==> src/rtl/elevator_nfloor_ctrl_if.sv <==
// Call/status bundle for the N-floor elevator controller.
// The master side drives calls and door/lock controls; the slave side is the controller.
interface elevator_nfloor_ctrl_if #(
    parameter int unsigned FLOORS  = 4,
    parameter int unsigned FLOOR_W = 2
);
    logic [FLOORS-1:0]  req;
    logic               hold;
    logic               lock;
    logic               unlock;
    logic [FLOOR_W-1:0] floor_idx;
    logic [FLOORS-1:0]  floor_onehot;
    logic               moving_up;
    logic               moving_down;
    logic               door_open;
    logic               locked;
    logic [FLOORS-1:0]  pending;

    modport master (
        output req, hold, lock, unlock,
        input  floor_idx, floor_onehot, moving_up, moving_down, door_open, locked, pending
    );

    modport slave (
        input  req, hold, lock, unlock,
        output floor_idx, floor_onehot, moving_up, moving_down, door_open, locked, pending
    );
endinterface

==> src/rtl/elevator_nfloor_ctrl.sv <==
// SCAN-scheduled N-floor elevator controller with door timer and lock mode.
// Optional build macro ELEV_LOCK_FLUSH_EN: drop all pending calls on entry to LOCKED.
module elevator_nfloor_ctrl #(
    parameter int unsigned FLOORS        = 4,
    parameter int unsigned FLOOR_W       = 2,
    parameter int unsigned TRAVEL_CYCLES = 4,
    parameter int unsigned DOOR_CYCLES   = 3
) (
    input logic                   clk,
    input logic                   reset,
    elevator_nfloor_ctrl_if.slave bus
);

    localparam int unsigned TW = (TRAVEL_CYCLES > 1) ? $clog2(TRAVEL_CYCLES) : 1;
    localparam int unsigned DW = $clog2(DOOR_CYCLES + 1);
    localparam logic [TW-1:0] TLAST = TW'(TRAVEL_CYCLES - 1);
    localparam logic [DW-1:0] DLOAD = DW'(DOOR_CYCLES);
    localparam logic [FLOOR_W-1:0] TOP = FLOOR_W'(FLOORS - 1);

    typedef enum logic [2:0] {
        StIdle,
        StMoveUp,
        StMoveDown,
        StDoorOpen,
        StLocked
    } state_e;

    state_e             state_q, state_d;
    logic [FLOOR_W-1:0] floor_q, floor_d;
    logic [FLOORS-1:0]  pending_q, pending_d;
    logic [TW-1:0]      tcnt_q, tcnt_d;
    logic [DW-1:0]      dcnt_q, dcnt_d;
    logic               lock_lat_q, lock_lat_d;
    logic               dir_down_q, dir_down_d;
    logic [FLOORS-1:0]  onehot_q;
    logic               mv_up_q, mv_dn_q, door_q, locked_q;

    logic [FLOORS-1:0]  pend_in;
    logic [FLOORS-1:0]  cur_oh, up_oh, dn_oh;
    logic [FLOOR_W-1:0] floor_up, floor_dn;
    logic               enter_lock;

    function automatic logic [FLOORS-1:0] to_onehot(input int f);
        logic [FLOORS-1:0] oh;
        for (int i = 0; i < int'(FLOORS); i++) begin
            oh[i] = (i == f);
        end
        return oh;
    endfunction

    function automatic logic has_above(input logic [FLOORS-1:0] p, input int f);
        logic r;
        r = 1'b0;
        for (int i = 0; i < int'(FLOORS); i++) begin
            if (i > f && p[i]) r = 1'b1;
        end
        return r;
    endfunction

    function automatic logic has_below(input logic [FLOORS-1:0] p, input int f);
        logic r;
        r = 1'b0;
        for (int i = 0; i < int'(FLOORS); i++) begin
            if (i < f && p[i]) r = 1'b1;
        end
        return r;
    endfunction

    assign floor_up = floor_q + FLOOR_W'(1);
    assign floor_dn = floor_q - FLOOR_W'(1);
    assign cur_oh   = to_onehot(int'(floor_q));
    assign up_oh    = to_onehot(int'(floor_up));
    assign dn_oh    = to_onehot(int'(floor_dn));
    assign pend_in  = pending_q | bus.req;

    always_comb begin
        state_d    = state_q;
        floor_d    = floor_q;
        pending_d  = pending_q;
        tcnt_d     = tcnt_q;
        dcnt_d     = dcnt_q;
        lock_lat_d = lock_lat_q;
        dir_down_d = dir_down_q;
        enter_lock = 1'b0;

        case (state_q)
            StIdle: begin
                pending_d = pend_in;
                // Decisions use the latched register; this cycle's req is only captured.
                if (bus.lock) begin
                    enter_lock = 1'b1;
                end else if ((pending_q & cur_oh) != '0) begin
                    pending_d = pend_in & ~cur_oh;
                    dcnt_d    = DLOAD;
                    state_d   = StDoorOpen;
                end else if (dir_down_q && has_below(pending_q, int'(floor_q))) begin
                    tcnt_d  = '0;
                    state_d = StMoveDown;
                end else if (has_above(pending_q, int'(floor_q))) begin
                    tcnt_d     = '0;
                    dir_down_d = 1'b0;
                    state_d    = StMoveUp;
                end else if (has_below(pending_q, int'(floor_q))) begin
                    tcnt_d     = '0;
                    dir_down_d = 1'b1;
                    state_d    = StMoveDown;
                end
            end

            StMoveUp: begin
                pending_d = pend_in;
                if (bus.lock) lock_lat_d = 1'b1;
                if (floor_q == TOP) begin
                    state_d = StIdle;
                end else if (tcnt_q == TLAST) begin
                    tcnt_d  = '0;
                    floor_d = floor_up;
                    if (lock_lat_q || bus.lock) begin
                        enter_lock = 1'b1;
                    end else if ((pend_in & up_oh) != '0) begin
                        pending_d = pend_in & ~up_oh;
                        dcnt_d    = DLOAD;
                        state_d   = StDoorOpen;
                    end else if (!has_above(pend_in, int'(floor_up))) begin
                        state_d = StIdle;
                    end
                end else begin
                    tcnt_d = tcnt_q + TW'(1);
                end
            end

            StMoveDown: begin
                pending_d = pend_in;
                if (bus.lock) lock_lat_d = 1'b1;
                if (floor_q == '0) begin
                    state_d = StIdle;
                end else if (tcnt_q == TLAST) begin
                    tcnt_d  = '0;
                    floor_d = floor_dn;
                    if (lock_lat_q || bus.lock) begin
                        enter_lock = 1'b1;
                    end else if ((pend_in & dn_oh) != '0) begin
                        pending_d = pend_in & ~dn_oh;
                        dcnt_d    = DLOAD;
                        state_d   = StDoorOpen;
                    end else if (!has_below(pend_in, int'(floor_dn))) begin
                        state_d = StIdle;
                    end
                end else begin
                    tcnt_d = tcnt_q + TW'(1);
                end
            end

            StDoorOpen: begin
                // A call for this floor while the door is open just extends the door time.
                pending_d = pend_in & ~cur_oh;
                if (bus.lock && !bus.hold) begin
                    enter_lock = 1'b1;
                end else if (bus.hold || (bus.req & cur_oh) != '0) begin
                    dcnt_d = DLOAD;
                end else if (dcnt_q <= DW'(1)) begin
                    dcnt_d  = '0;
                    state_d = StIdle;
                end else begin
                    dcnt_d = dcnt_q - DW'(1);
                end
            end

            StLocked: begin
                if (bus.unlock && !bus.lock) state_d = StIdle;
            end

            default: state_d = StIdle;
        endcase

        if (enter_lock) begin
            state_d    = StLocked;
            lock_lat_d = 1'b0;
            tcnt_d     = '0;
            dcnt_d     = '0;
`ifdef ELEV_LOCK_FLUSH_EN
            pending_d  = '0;
`endif
        end
    end

    // Output flops are decoded from next-state so they line up with the state register.
    always_ff @(posedge clk or posedge reset) begin
        if (reset) begin
            state_q    <= StIdle;
            floor_q    <= '0;
            pending_q  <= '0;
            tcnt_q     <= '0;
            dcnt_q     <= '0;
            lock_lat_q <= 1'b0;
            dir_down_q <= 1'b0;
            onehot_q   <= FLOORS'(1);
            mv_up_q    <= 1'b0;
            mv_dn_q    <= 1'b0;
            door_q     <= 1'b0;
            locked_q   <= 1'b0;
        end else begin
            state_q    <= state_d;
            floor_q    <= floor_d;
            pending_q  <= pending_d;
            tcnt_q     <= tcnt_d;
            dcnt_q     <= dcnt_d;
            lock_lat_q <= lock_lat_d;
            dir_down_q <= dir_down_d;
            onehot_q   <= to_onehot(int'(floor_d));
            mv_up_q    <= (state_d == StMoveUp);
            mv_dn_q    <= (state_d == StMoveDown);
            door_q     <= (state_d == StDoorOpen);
            locked_q   <= (state_d == StLocked);
        end
    end

    assign bus.floor_idx    = floor_q;
    assign bus.floor_onehot = onehot_q;
    assign bus.moving_up    = mv_up_q;
    assign bus.moving_down  = mv_dn_q;
    assign bus.door_open    = door_q;
    assign bus.locked       = locked_q;
    assign bus.pending      = pending_q;

    a_one_direction: assert property (@(posedge clk) disable iff (reset)
        !(mv_up_q && mv_dn_q));
    a_floor_range: assert property (@(posedge clk) disable iff (reset)
        int'(floor_q) < int'(FLOORS));

endmodule

==> src/flat_wrapper.sv <==
// flat-port wrapper written by rule: the top's interface ports become plain ports
module elevator_nfloor_ctrl_flat 
#(
    parameter int unsigned FLOORS        = 4,
    parameter int unsigned FLOOR_W       = 2,
    parameter int unsigned TRAVEL_CYCLES = 4,
    parameter int unsigned DOOR_CYCLES   = 3
)
  (clk, reset, bus_req, bus_hold, bus_lock, bus_unlock, bus_floor_idx, bus_floor_onehot, bus_moving_up, bus_moving_down, bus_door_open, bus_locked, bus_pending);
  elevator_nfloor_ctrl_if #(.FLOORS(FLOORS), .FLOOR_W(FLOOR_W)) bus_i ();
  input logic clk;
  input logic reset;
  input wire logic [$bits(bus_i.req)-1:0] bus_req;
  input wire logic [$bits(bus_i.hold)-1:0] bus_hold;
  input wire logic [$bits(bus_i.lock)-1:0] bus_lock;
  input wire logic [$bits(bus_i.unlock)-1:0] bus_unlock;
  output wire logic [$bits(bus_i.floor_idx)-1:0] bus_floor_idx;
  output wire logic [$bits(bus_i.floor_onehot)-1:0] bus_floor_onehot;
  output wire logic [$bits(bus_i.moving_up)-1:0] bus_moving_up;
  output wire logic [$bits(bus_i.moving_down)-1:0] bus_moving_down;
  output wire logic [$bits(bus_i.door_open)-1:0] bus_door_open;
  output wire logic [$bits(bus_i.locked)-1:0] bus_locked;
  output wire logic [$bits(bus_i.pending)-1:0] bus_pending;
  assign bus_i.req = bus_req;
  assign bus_i.hold = bus_hold;
  assign bus_i.lock = bus_lock;
  assign bus_i.unlock = bus_unlock;
  assign bus_floor_idx = bus_i.floor_idx;
  assign bus_floor_onehot = bus_i.floor_onehot;
  assign bus_moving_up = bus_i.moving_up;
  assign bus_moving_down = bus_i.moving_down;
  assign bus_door_open = bus_i.door_open;
  assign bus_locked = bus_i.locked;
  assign bus_pending = bus_i.pending;
  elevator_nfloor_ctrl #(.FLOORS(FLOORS), .FLOOR_W(FLOOR_W), .TRAVEL_CYCLES(TRAVEL_CYCLES), .DOOR_CYCLES(DOOR_CYCLES)) u_core (.clk(clk), .reset(reset), .bus(bus_i));
endmodule
==> config.mk <==
export PLATFORM = sky130hd
export DESIGN_NAME = elevator_nfloor_ctrl_flat
export DESIGN_NICKNAME = d
export VERILOG_FILES = /design/src/rtl/elevator_nfloor_ctrl_if.sv /design/src/rtl/elevator_nfloor_ctrl.sv /design/src/flat_wrapper.sv
export SDC_FILE = /design/constraint.sdc
export NUM_CORES = 1
export LEC_CHECK = 0
export BUFFER_PORTS_ARGS = -buffer_cell sky130_fd_sc_hd__buf_4
export CAP_MARGIN = 30
export CORE_MARGIN = 5
export CORE_UTILIZATION = 50
export DETAILED_ROUTE_END_ITERATION = 7
export PLACE_DENSITY = 0.81
export SYNTH_ARGS = -nofsm -noshare
export SYNTH_HDL_FRONTEND = slang
export SYNTH_SLANG_ARGS = --single-unit
==> constraint.sdc <==
create_clock -name clk -period 2.8 [get_ports clk]
set_input_delay 0.28 -clock clk [delete_from_list [all_inputs] [get_ports clk]]
set_output_delay 0.28 -clock clk [all_outputs]
set_load 0.005 [all_outputs]
### After elaboration in Yosys (flattened, before gate mapping)

Cells that the tools add are included.

| cells by class | value |
|---|---|
| $add $sub $neg | 4 |
| magnitude comparators | 13 |
| eq/ne operators | 35 |
| muxes and demuxes | 108 |
| bitwise gates (word level) | 14 |
| reductions and logical operators | 40 |

Operators with widths:

| cell | number |
|---|---|
| 3-bit two-way mux | 20 |
| 2-bit two-way mux | 27 |
| 1-bit two-way mux | 45 |
| 4-bit two-way mux | 10 |
| 4-bit AND | 7 |
| 4-bit nonzero test | 6 |
| 3-bit by 2-bit inequality test with 1-bit output, second input constant | 7 |
| 2-bit equality test, first input constant | 8 |
| 4-bit case mux with 4 select lines | 1 |
| 1-bit logical AND | 15 |
| 3-bit by 1-bit inequality test with 1-bit output, second input constant | 5 |
| 3-bit case mux with 5 select lines | 1 |
| 3-bit by 2-bit equality test with 1-bit output, second input constant | 4 |
| 4-bit NOT | 3 |
| 12-bit AND reduction | 1 |
| 2-bit zero test | 5 |
| 1-bit by 2-bit equality test with 1-bit output, first input constant | 4 |
| 2-bit greater-than comparator, first input constant | 4 |
| 1-bit by 2-bit less-than comparator with 1-bit output, first input constant | 4 |
| 2-bit case mux with 4 select lines | 1 |
| 3-bit by 1-bit equality test with 1-bit output, second input constant | 2 |
| 3-bit equality test, second input constant | 2 |
| 2-bit case mux with 3 select lines | 1 |
| 6-bit AND reduction | 1 |
| 19 further kinds | 30 |

| storage, ports and cells | value |
|---|---|
| flip-flop bits (word level) | 23 |
| bits of input ports | 9 |

### Logic depth before layout (Yosys ltp)

| depth | value |
|---|---|
| word-level depth | 26 |
| depth in mapped cells | 9 |
| mapped depth without buffers | 8 |

### Worst setup path before layout

Ideal clock, no wire load.

| path | value |
|---|---|
| path type | reg-to-reg |
| start point | register u_core.floor_q[1] (netlist: u_core.bus.floor_idx[1]) |
| end point | register u_core.dcnt_q[1] |
| library setup time | 129 ps |
| arrival time | 1994 ps |
| path slack | 677 ps |
| cell stages (with the launch flop) | 10 |
| path buffers | 1 |
| cells stage by stage | dfrtp_1 -> inv_1 -> ha_1 -> buf_2 -> or3b_1 -> a21oi_2 -> nor3_1 -> nor2_2 -> or3_1 -> o31ai_1 |

| between the ends | value |
|---|---|
| longest elaborated chain between the ends | 8 |
| elaborated cells between the ends (all ways) | 45 |
| those cells by class | 2 x add/sub; 21 x eq/ne; 7 x mux; 4 x bitwise; 11 x reduce/logical |

RTL lines:

| item | RTL line | text |
|---|---|---|
| start, declared | elevator_nfloor_ctrl.sv:29 | `logic [FLOOR_W-1:0] floor_q, floor_d;` |
| start signal, assigned | elevator_nfloor_ctrl.sv:204 | `floor_q <= floor_d;` |
| branches (longest 8 deep; another with 2-bit by 1-bit subtractor with 2-bit output) | -- |  |
| end signal, assigned | elevator_nfloor_ctrl.sv:207 | `dcnt_q <= dcnt_d;` |
| end, declared | elevator_nfloor_ctrl.sv:32 | `logic [DW-1:0] dcnt_q, dcnt_d;` |

Parallel ways; which one is timed is not known. The select of a mux whose other input is x is not followed.
A chain may end at the register's enable or synchronous reset.

### Worst setup path in the final report

| path | value |
|---|---|
| start point | register u_core.floor_q[0] (netlist: u_core.bus.floor_idx[0]) |
| end point | register u_core.mv_up_q (netlist: u_core.bus.moving_up) |

| between the ends | value |
|---|---|
| longest elaborated chain between the ends | 19 |
| elaborated cells between the ends (all ways) | 107 |
| those cells by class | 2 x add/sub; 12 x order compare; 11 x eq/ne; 56 x mux; 4 x bitwise; 22 x reduce/logical |

RTL lines:

| item | RTL line | text |
|---|---|---|
| 2-bit by 1-bit subtractor with 2-bit output / 2-bit by 1-bit adder with 2-bit output (equally long branches) | elevator_nfloor_ctrl.sv:70, elevator_nfloor_ctrl.sv:69 |  |
| 1-bit by 2-bit less-than comparator with 1-bit output / 1-bit by 2-bit greater-than comparator with 1-bit output (equally long branches) | elevator_nfloor_ctrl.sv:64, elevator_nfloor_ctrl.sv:55 |  |
| 1-bit logical AND (on tied branches) | elevator_nfloor_ctrl.sv:64, elevator_nfloor_ctrl.sv:55 |  |
| 1-bit two-way mux (on tied branches) (3 in a row) | elevator_nfloor_ctrl.sv:64, elevator_nfloor_ctrl.sv:55 |  |
| 1-bit two-way mux (on tied branches) | elevator_nfloor_ctrl.sv:142, elevator_nfloor_ctrl.sv:120 |  |
| 1-bit two-way mux (on tied branches) | elevator_nfloor_ctrl.sv:140, elevator_nfloor_ctrl.sv:118 |  |
| 1-bit two-way mux (on tied branches) | elevator_nfloor_ctrl.sv:137, elevator_nfloor_ctrl.sv:115 |  |
| 1-bit two-way mux (on tied branches) | elevator_nfloor_ctrl.sv:135, elevator_nfloor_ctrl.sv:113 |  |
| 1-bit two-way mux | elevator_nfloor_ctrl.sv:86 | `case (state_q)` |
| 3-bit two-way mux (on tied branches) | elevator_nfloor_ctrl.sv:146, elevator_nfloor_ctrl.sv:124 |  |
| 3-bit two-way mux (on tied branches) | elevator_nfloor_ctrl.sv:142, elevator_nfloor_ctrl.sv:120 |  |
| 3-bit two-way mux (on tied branches) | elevator_nfloor_ctrl.sv:140, elevator_nfloor_ctrl.sv:118 |  |
| 3-bit two-way mux (on tied branches) | elevator_nfloor_ctrl.sv:137, elevator_nfloor_ctrl.sv:115 |  |
| 3-bit two-way mux (on tied branches) | elevator_nfloor_ctrl.sv:135, elevator_nfloor_ctrl.sv:113 |  |
| 3-bit case mux with 5 select lines | elevator_nfloor_ctrl.sv:86 |  |
| 3-bit two-way mux * | elevator_nfloor_ctrl.sv:176 | `if (enter_lock) begin` |
| 3-bit by 1-bit equality test with 1-bit output * | elevator_nfloor_ctrl.sv:211 | `mv_up_q <= (state_d == StMoveUp);` |
| end signal, assigned | elevator_nfloor_ctrl.sv:211 |  |
| end, declared | elevator_nfloor_ctrl.sv:36 | `logic mv_up_q, mv_dn_q, door_q, locked_q;` |

Mark *: on every way between the ends. The rest lies on a longest branch, timed or not. The select of a mux whose other input is x is not followed.

==> flow_results.xml <==
<?xml version="1.0" encoding="UTF-8"?>
<metrics>
  <group name="synthesis">
    <metric name="syn-cell-area" unit="sq um">1730</metric>
    <metric name="synth_nets" unit="">217</metric>
    <metric name="seq_area_frac_synth" unit="%">33.3</metric>
    <metric name="synth_top_cell_area_share" unit="%">31.8</metric>
    <metric name="synth_enable_flop_cells" unit="">0</metric>
    <metric name="ys_seq_elements" unit="">23</metric>
    <metric name="top_reg_cell_synth" unit="">sky130_fd_sc_hd__dfrtp_1</metric>
    <metric name="ys_types" unit="">52</metric>
    <metric name="synthTopCellsByArea" unit="">sky130_fd_sc_hd__dfrtp_1 32%, sky130_fd_sc_hd__ha_1 6.5%, sky130_fd_sc_hd__a21oi_1 5.8%</metric>
    <metric name="synth_warnings" unit="">0</metric>
    <metric name="post-synth-top-area-cell" unit="">sky130_fd_sc_hd__dfrtp_1</metric>
    <metric name="postSynthAreaPerCell" unit="sq um">8.70</metric>
    <metric name="synth-async-reset-ratio" unit="%">100</metric>
    <metric name="syn-instance-count" unit="">199</metric>
  </group>
  <group name="critical_path">
    <metric name="worst_ep_required_time" unit="ns">3.04</metric>
    <metric name="critical_path.max_fanout" unit="">9</metric>
    <metric name="timing.critical_path.from_type" unit="">flop</metric>
    <metric name="worstSetupEndpointType" unit="">flop</metric>
    <metric name="worst-setup-path-type" unit="">flop to flop</metric>
    <metric name="number_of_cells_on_the_worst_reg_to_reg_path" unit="">7</metric>
    <metric name="arrival" unit="ns">2.73</metric>
  </group>
  <group name="clock_tree">
    <metric name="worst_skew_pair.late_latency" unit="ns">0.33</metric>
    <metric name="cts_post_setup_buffers_inserted" unit="">0</metric>
    <metric name="cts_hold_buf" unit="">0</metric>
    <metric name="clock-sinks" unit="">23</metric>
    <metric name="tritoncts" unit="">done</metric>
    <metric name="cts_max_level" unit="">1</metric>
    <metric name="clk_path_buf_depth" unit="">2</metric>
    <metric name="clock-root-buffer" unit="">sky130_fd_sc_hd__clkbuf_4</metric>
    <metric name="clk_transition_reported_paths" unit="ns">0.14</metric>
    <metric name="postCtsResizedCells" unit="">0</metric>
    <metric name="cts-buffers-inserted" unit="">3</metric>
  </group>
  <group name="die">
    <metric name="placementRows" unit="">21</metric>
    <metric name="floorplan.initialDensity" unit="%">51.9</metric>
    <metric name="die_w" unit="um">68.8</metric>
    <metric name="die_y" unit="um">68.8</metric>
    <metric name="die_area" unit="sq um">4740</metric>
    <metric name="coreArea" unit="sq um">3340</metric>
    <metric name="io_pins" unit="">23</metric>
  </group>
  <group name="layout">
    <metric name="synthToLayoutAreaGrowth" unit="%">13.4</metric>
    <metric name="register_area" unit="sq um">577</metric>
    <metric name="insertedDiodeCount" unit="">0</metric>
    <metric name="post_route_cells_drive_above_1_share" unit="%">24.5</metric>
    <metric name="multi_input_area" unit="sq um">1090</metric>
    <metric name="final_net_count" unit="">239</metric>
    <metric name="layout.cell_area.non_filler" unit="sq um">1960</metric>
    <metric name="layout_common_cells" unit="">24 x sky130_fd_sc_hd__buf_4, 22 x sky130_fd_sc_hd__dfrtp_1, 20 x sky130_fd_sc_hd__nor2_1, 20 x sky130_fd_sc_hd__a21oi_1, 18 x sky130_fd_sc_hd__o21ai_0</metric>
    <metric name="num-fill-cells" unit="">286</metric>
    <metric name="final_common_cell" unit="">sky130_fd_sc_hd__buf_4</metric>
  </group>
  <group name="sta">
    <metric name="timing.final.max_slew_violations" unit="">0</metric>
    <metric name="maxSlewHeadroom" unit="%">43.1</metric>
    <metric name="crit_path_setup_slack_layout" unit="ns">0.310</metric>
    <metric name="grt_setup_unrepaired" unit="">false</metric>
    <metric name="final.period_utilization" unit="%">88.9</metric>
    <metric name="timing.setup.tns" unit="ns">0</metric>
    <metric name="setup_violations" unit="">0</metric>
    <metric name="report.final.hold_viol_count" unit="">0</metric>
    <metric name="finalClockSkew" unit="ns">0.00980</metric>
    <metric name="hold_slack" unit="ns">0.114</metric>
    <metric name="max_freq" unit="GHz">0.402</metric>
    <metric name="post-route-min-period" unit="ns">2.49</metric>
    <metric name="timing_worst_slew_pin_value" unit="ns">0.853</metric>
  </group>
  <group name="placement">
    <metric name="port_buffers" unit="">22</metric>
    <metric name="preCtsSetupSlack" unit="ns">0.377</metric>
    <metric name="gp_routability_congestion" unit="">0.965</metric>
    <metric name="dp.final_hpwl" unit="um">3290</metric>
    <metric name="dpl_cell_area" unit="sq um">1940</metric>
  </group>
  <group name="drt">
    <metric name="vias" unit="">1633</metric>
    <metric name="firstDrtPassIters" unit="">8</metric>
    <metric name="route.detailed.vias_per_inst" unit="">6.14</metric>
    <metric name="drt.antenna.violating_nets" unit="">0</metric>
    <metric name="drt_first_iter_violations" unit="">266</metric>
    <metric name="route.final.wire_length" unit="um">4350</metric>
    <metric name="route.detailed.wl_per_inst" unit="um">16.4</metric>
    <metric name="drc_errors" unit="">0</metric>
  </group>
  <group name="flow_run">
    <metric name="drv_cap" unit="">0</metric>
  </group>
  <group name="power_and_ir_drop">
    <metric name="irDropWorstVdd" unit="V">0.000417</metric>
    <metric name="power.leakage" unit="nW">0.808</metric>
    <metric name="power.density" unit="nW/um^2">749</metric>
    <metric name="power" unit="mW">1.47</metric>
  </group>
  <group name="grt">
    <metric name="global_route.usage.total" unit="%">20.2</metric>
    <metric name="wire_length_of_the_first_global_routing_pass" unit="um">7140</metric>
    <metric name="first_global_vias" unit="">1489</metric>
    <metric name="overflow" unit="">0</metric>
    <metric name="grt_start_max_net_pins" unit="">24</metric>
    <metric name="antenna_found_initial" unit="">0</metric>
  </group>
  <group name="hold_path">
    <metric name="hp-class" unit="">input port to async pin</metric>
  </group>
  <group name="outcome">
    <metric name="run_status" unit="">finished clean</metric>
  </group>
</metrics>
synth_stat cells, drive strengths merged, types with 2 or more instances:
master and instances:
dfrtp 22, and2 3, nor4 2, inv 7, a21oi 21, nand3 2
buf 5, nand2b 5, a211o 3, a31o 4, nor2 22, ha 9
nor3 5, o21ai 24, nor3b 4, a31oi 3, clkbuf 2, a221oi 4
a22oi 5, and3b 2, nand4 2, nor2b 6, nand2 15, o211ai 4
or3b 3
worst max-delay path, stage by stage (launching register included):
cell                       delay (ns)
sky130_fd_sc_hd__dfrtp_1         0.47
sky130_fd_sc_hd__inv_1           0.20
sky130_fd_sc_hd__ha_1            0.38
sky130_fd_sc_hd__inv_1           0.13
sky130_fd_sc_hd__a221oi_2        0.37
sky130_fd_sc_hd__o21ai_0         0.17
sky130_fd_sc_hd__a221oi_2        0.42
sky130_fd_sc_hd__nor3b_2         0.26
state kept, by name, summed over array words and instances, names as in the netlist, 2 cells and up:
register / flops
u_core.state_q: 3
u_core.dcnt_q: 2
u_core.bus.pending: 4
u_core.bus.floor_idx: 2
u_core.bus.floor_onehot: 4
u_core.tcnt_q: 2
worst paths after layout:
check	startpoint	slack, ns	to
setup / recovery	u_core.bus.floor_idx[0]	0.31	u_core.bus.moving_up
hold / removal	reset	0.11	u_core.bus.pending[0]
setup reg to reg	u_core.bus.floor_idx[0]	0.31	u_core.bus.moving_up
hold reg to reg	u_core.tcnt_q[1]	0.57	u_core.tcnt_q[1]
max in group asynchronous	reset	2.16	u_core.tcnt_q[1]
min in group clk	bus_req[0]	0.22	u_core.bus.pending[0]
power by group:
part,internal [mW],total [mW],leakage [nW],switching [mW]
clock network,0.0536,0.163,0.0177,0.110
registers,0.423,0.564,0.294,0.141
logic,0.329,0.743,0.497,0.414
final cells by class:
cell class | instances | area share (%)
tap | 46 | 2.93
sequential | 23 | 29.4
inverter | 7 | 1.34
clock buffer | 3 | 1.15
timing repair buffer | 24 | 9.18
multi-input combinational | 162 | 55.8
clock inverter | 1 | 0.255
per-layer routing:
metal  part of all wire (%)  wire (um)  global-route usage, %
met5                      0          0                      0
met4                    2.2         97                   9.00
met3                    9.6        420                   2.43
met2                     46       2000                   31.3
met1                     42       1830                   28.1
kinds of logic after synthesis:
logic type | share of synthesized area, %
xor gates and xnor gates | 0.506
buffers and inverters | 3.40
DFF | 33.3
AOI/OAI and AO/OA | 31.1
muxes | 0.578
adders and majority gates | 6.51
and+or+nand+nor | 24.6
per-stage QoR:
step | std cells | utilization (%)
after floorplan | 199 | -
after global placement | 262 | 58.0
after detailed placement | 262 | 58.0
after CTS | 266 | 58.8
after global routing | 266 | 58.8
final | 266 | 58.8
Note: power is estimated with default switching activity, not from simulation.
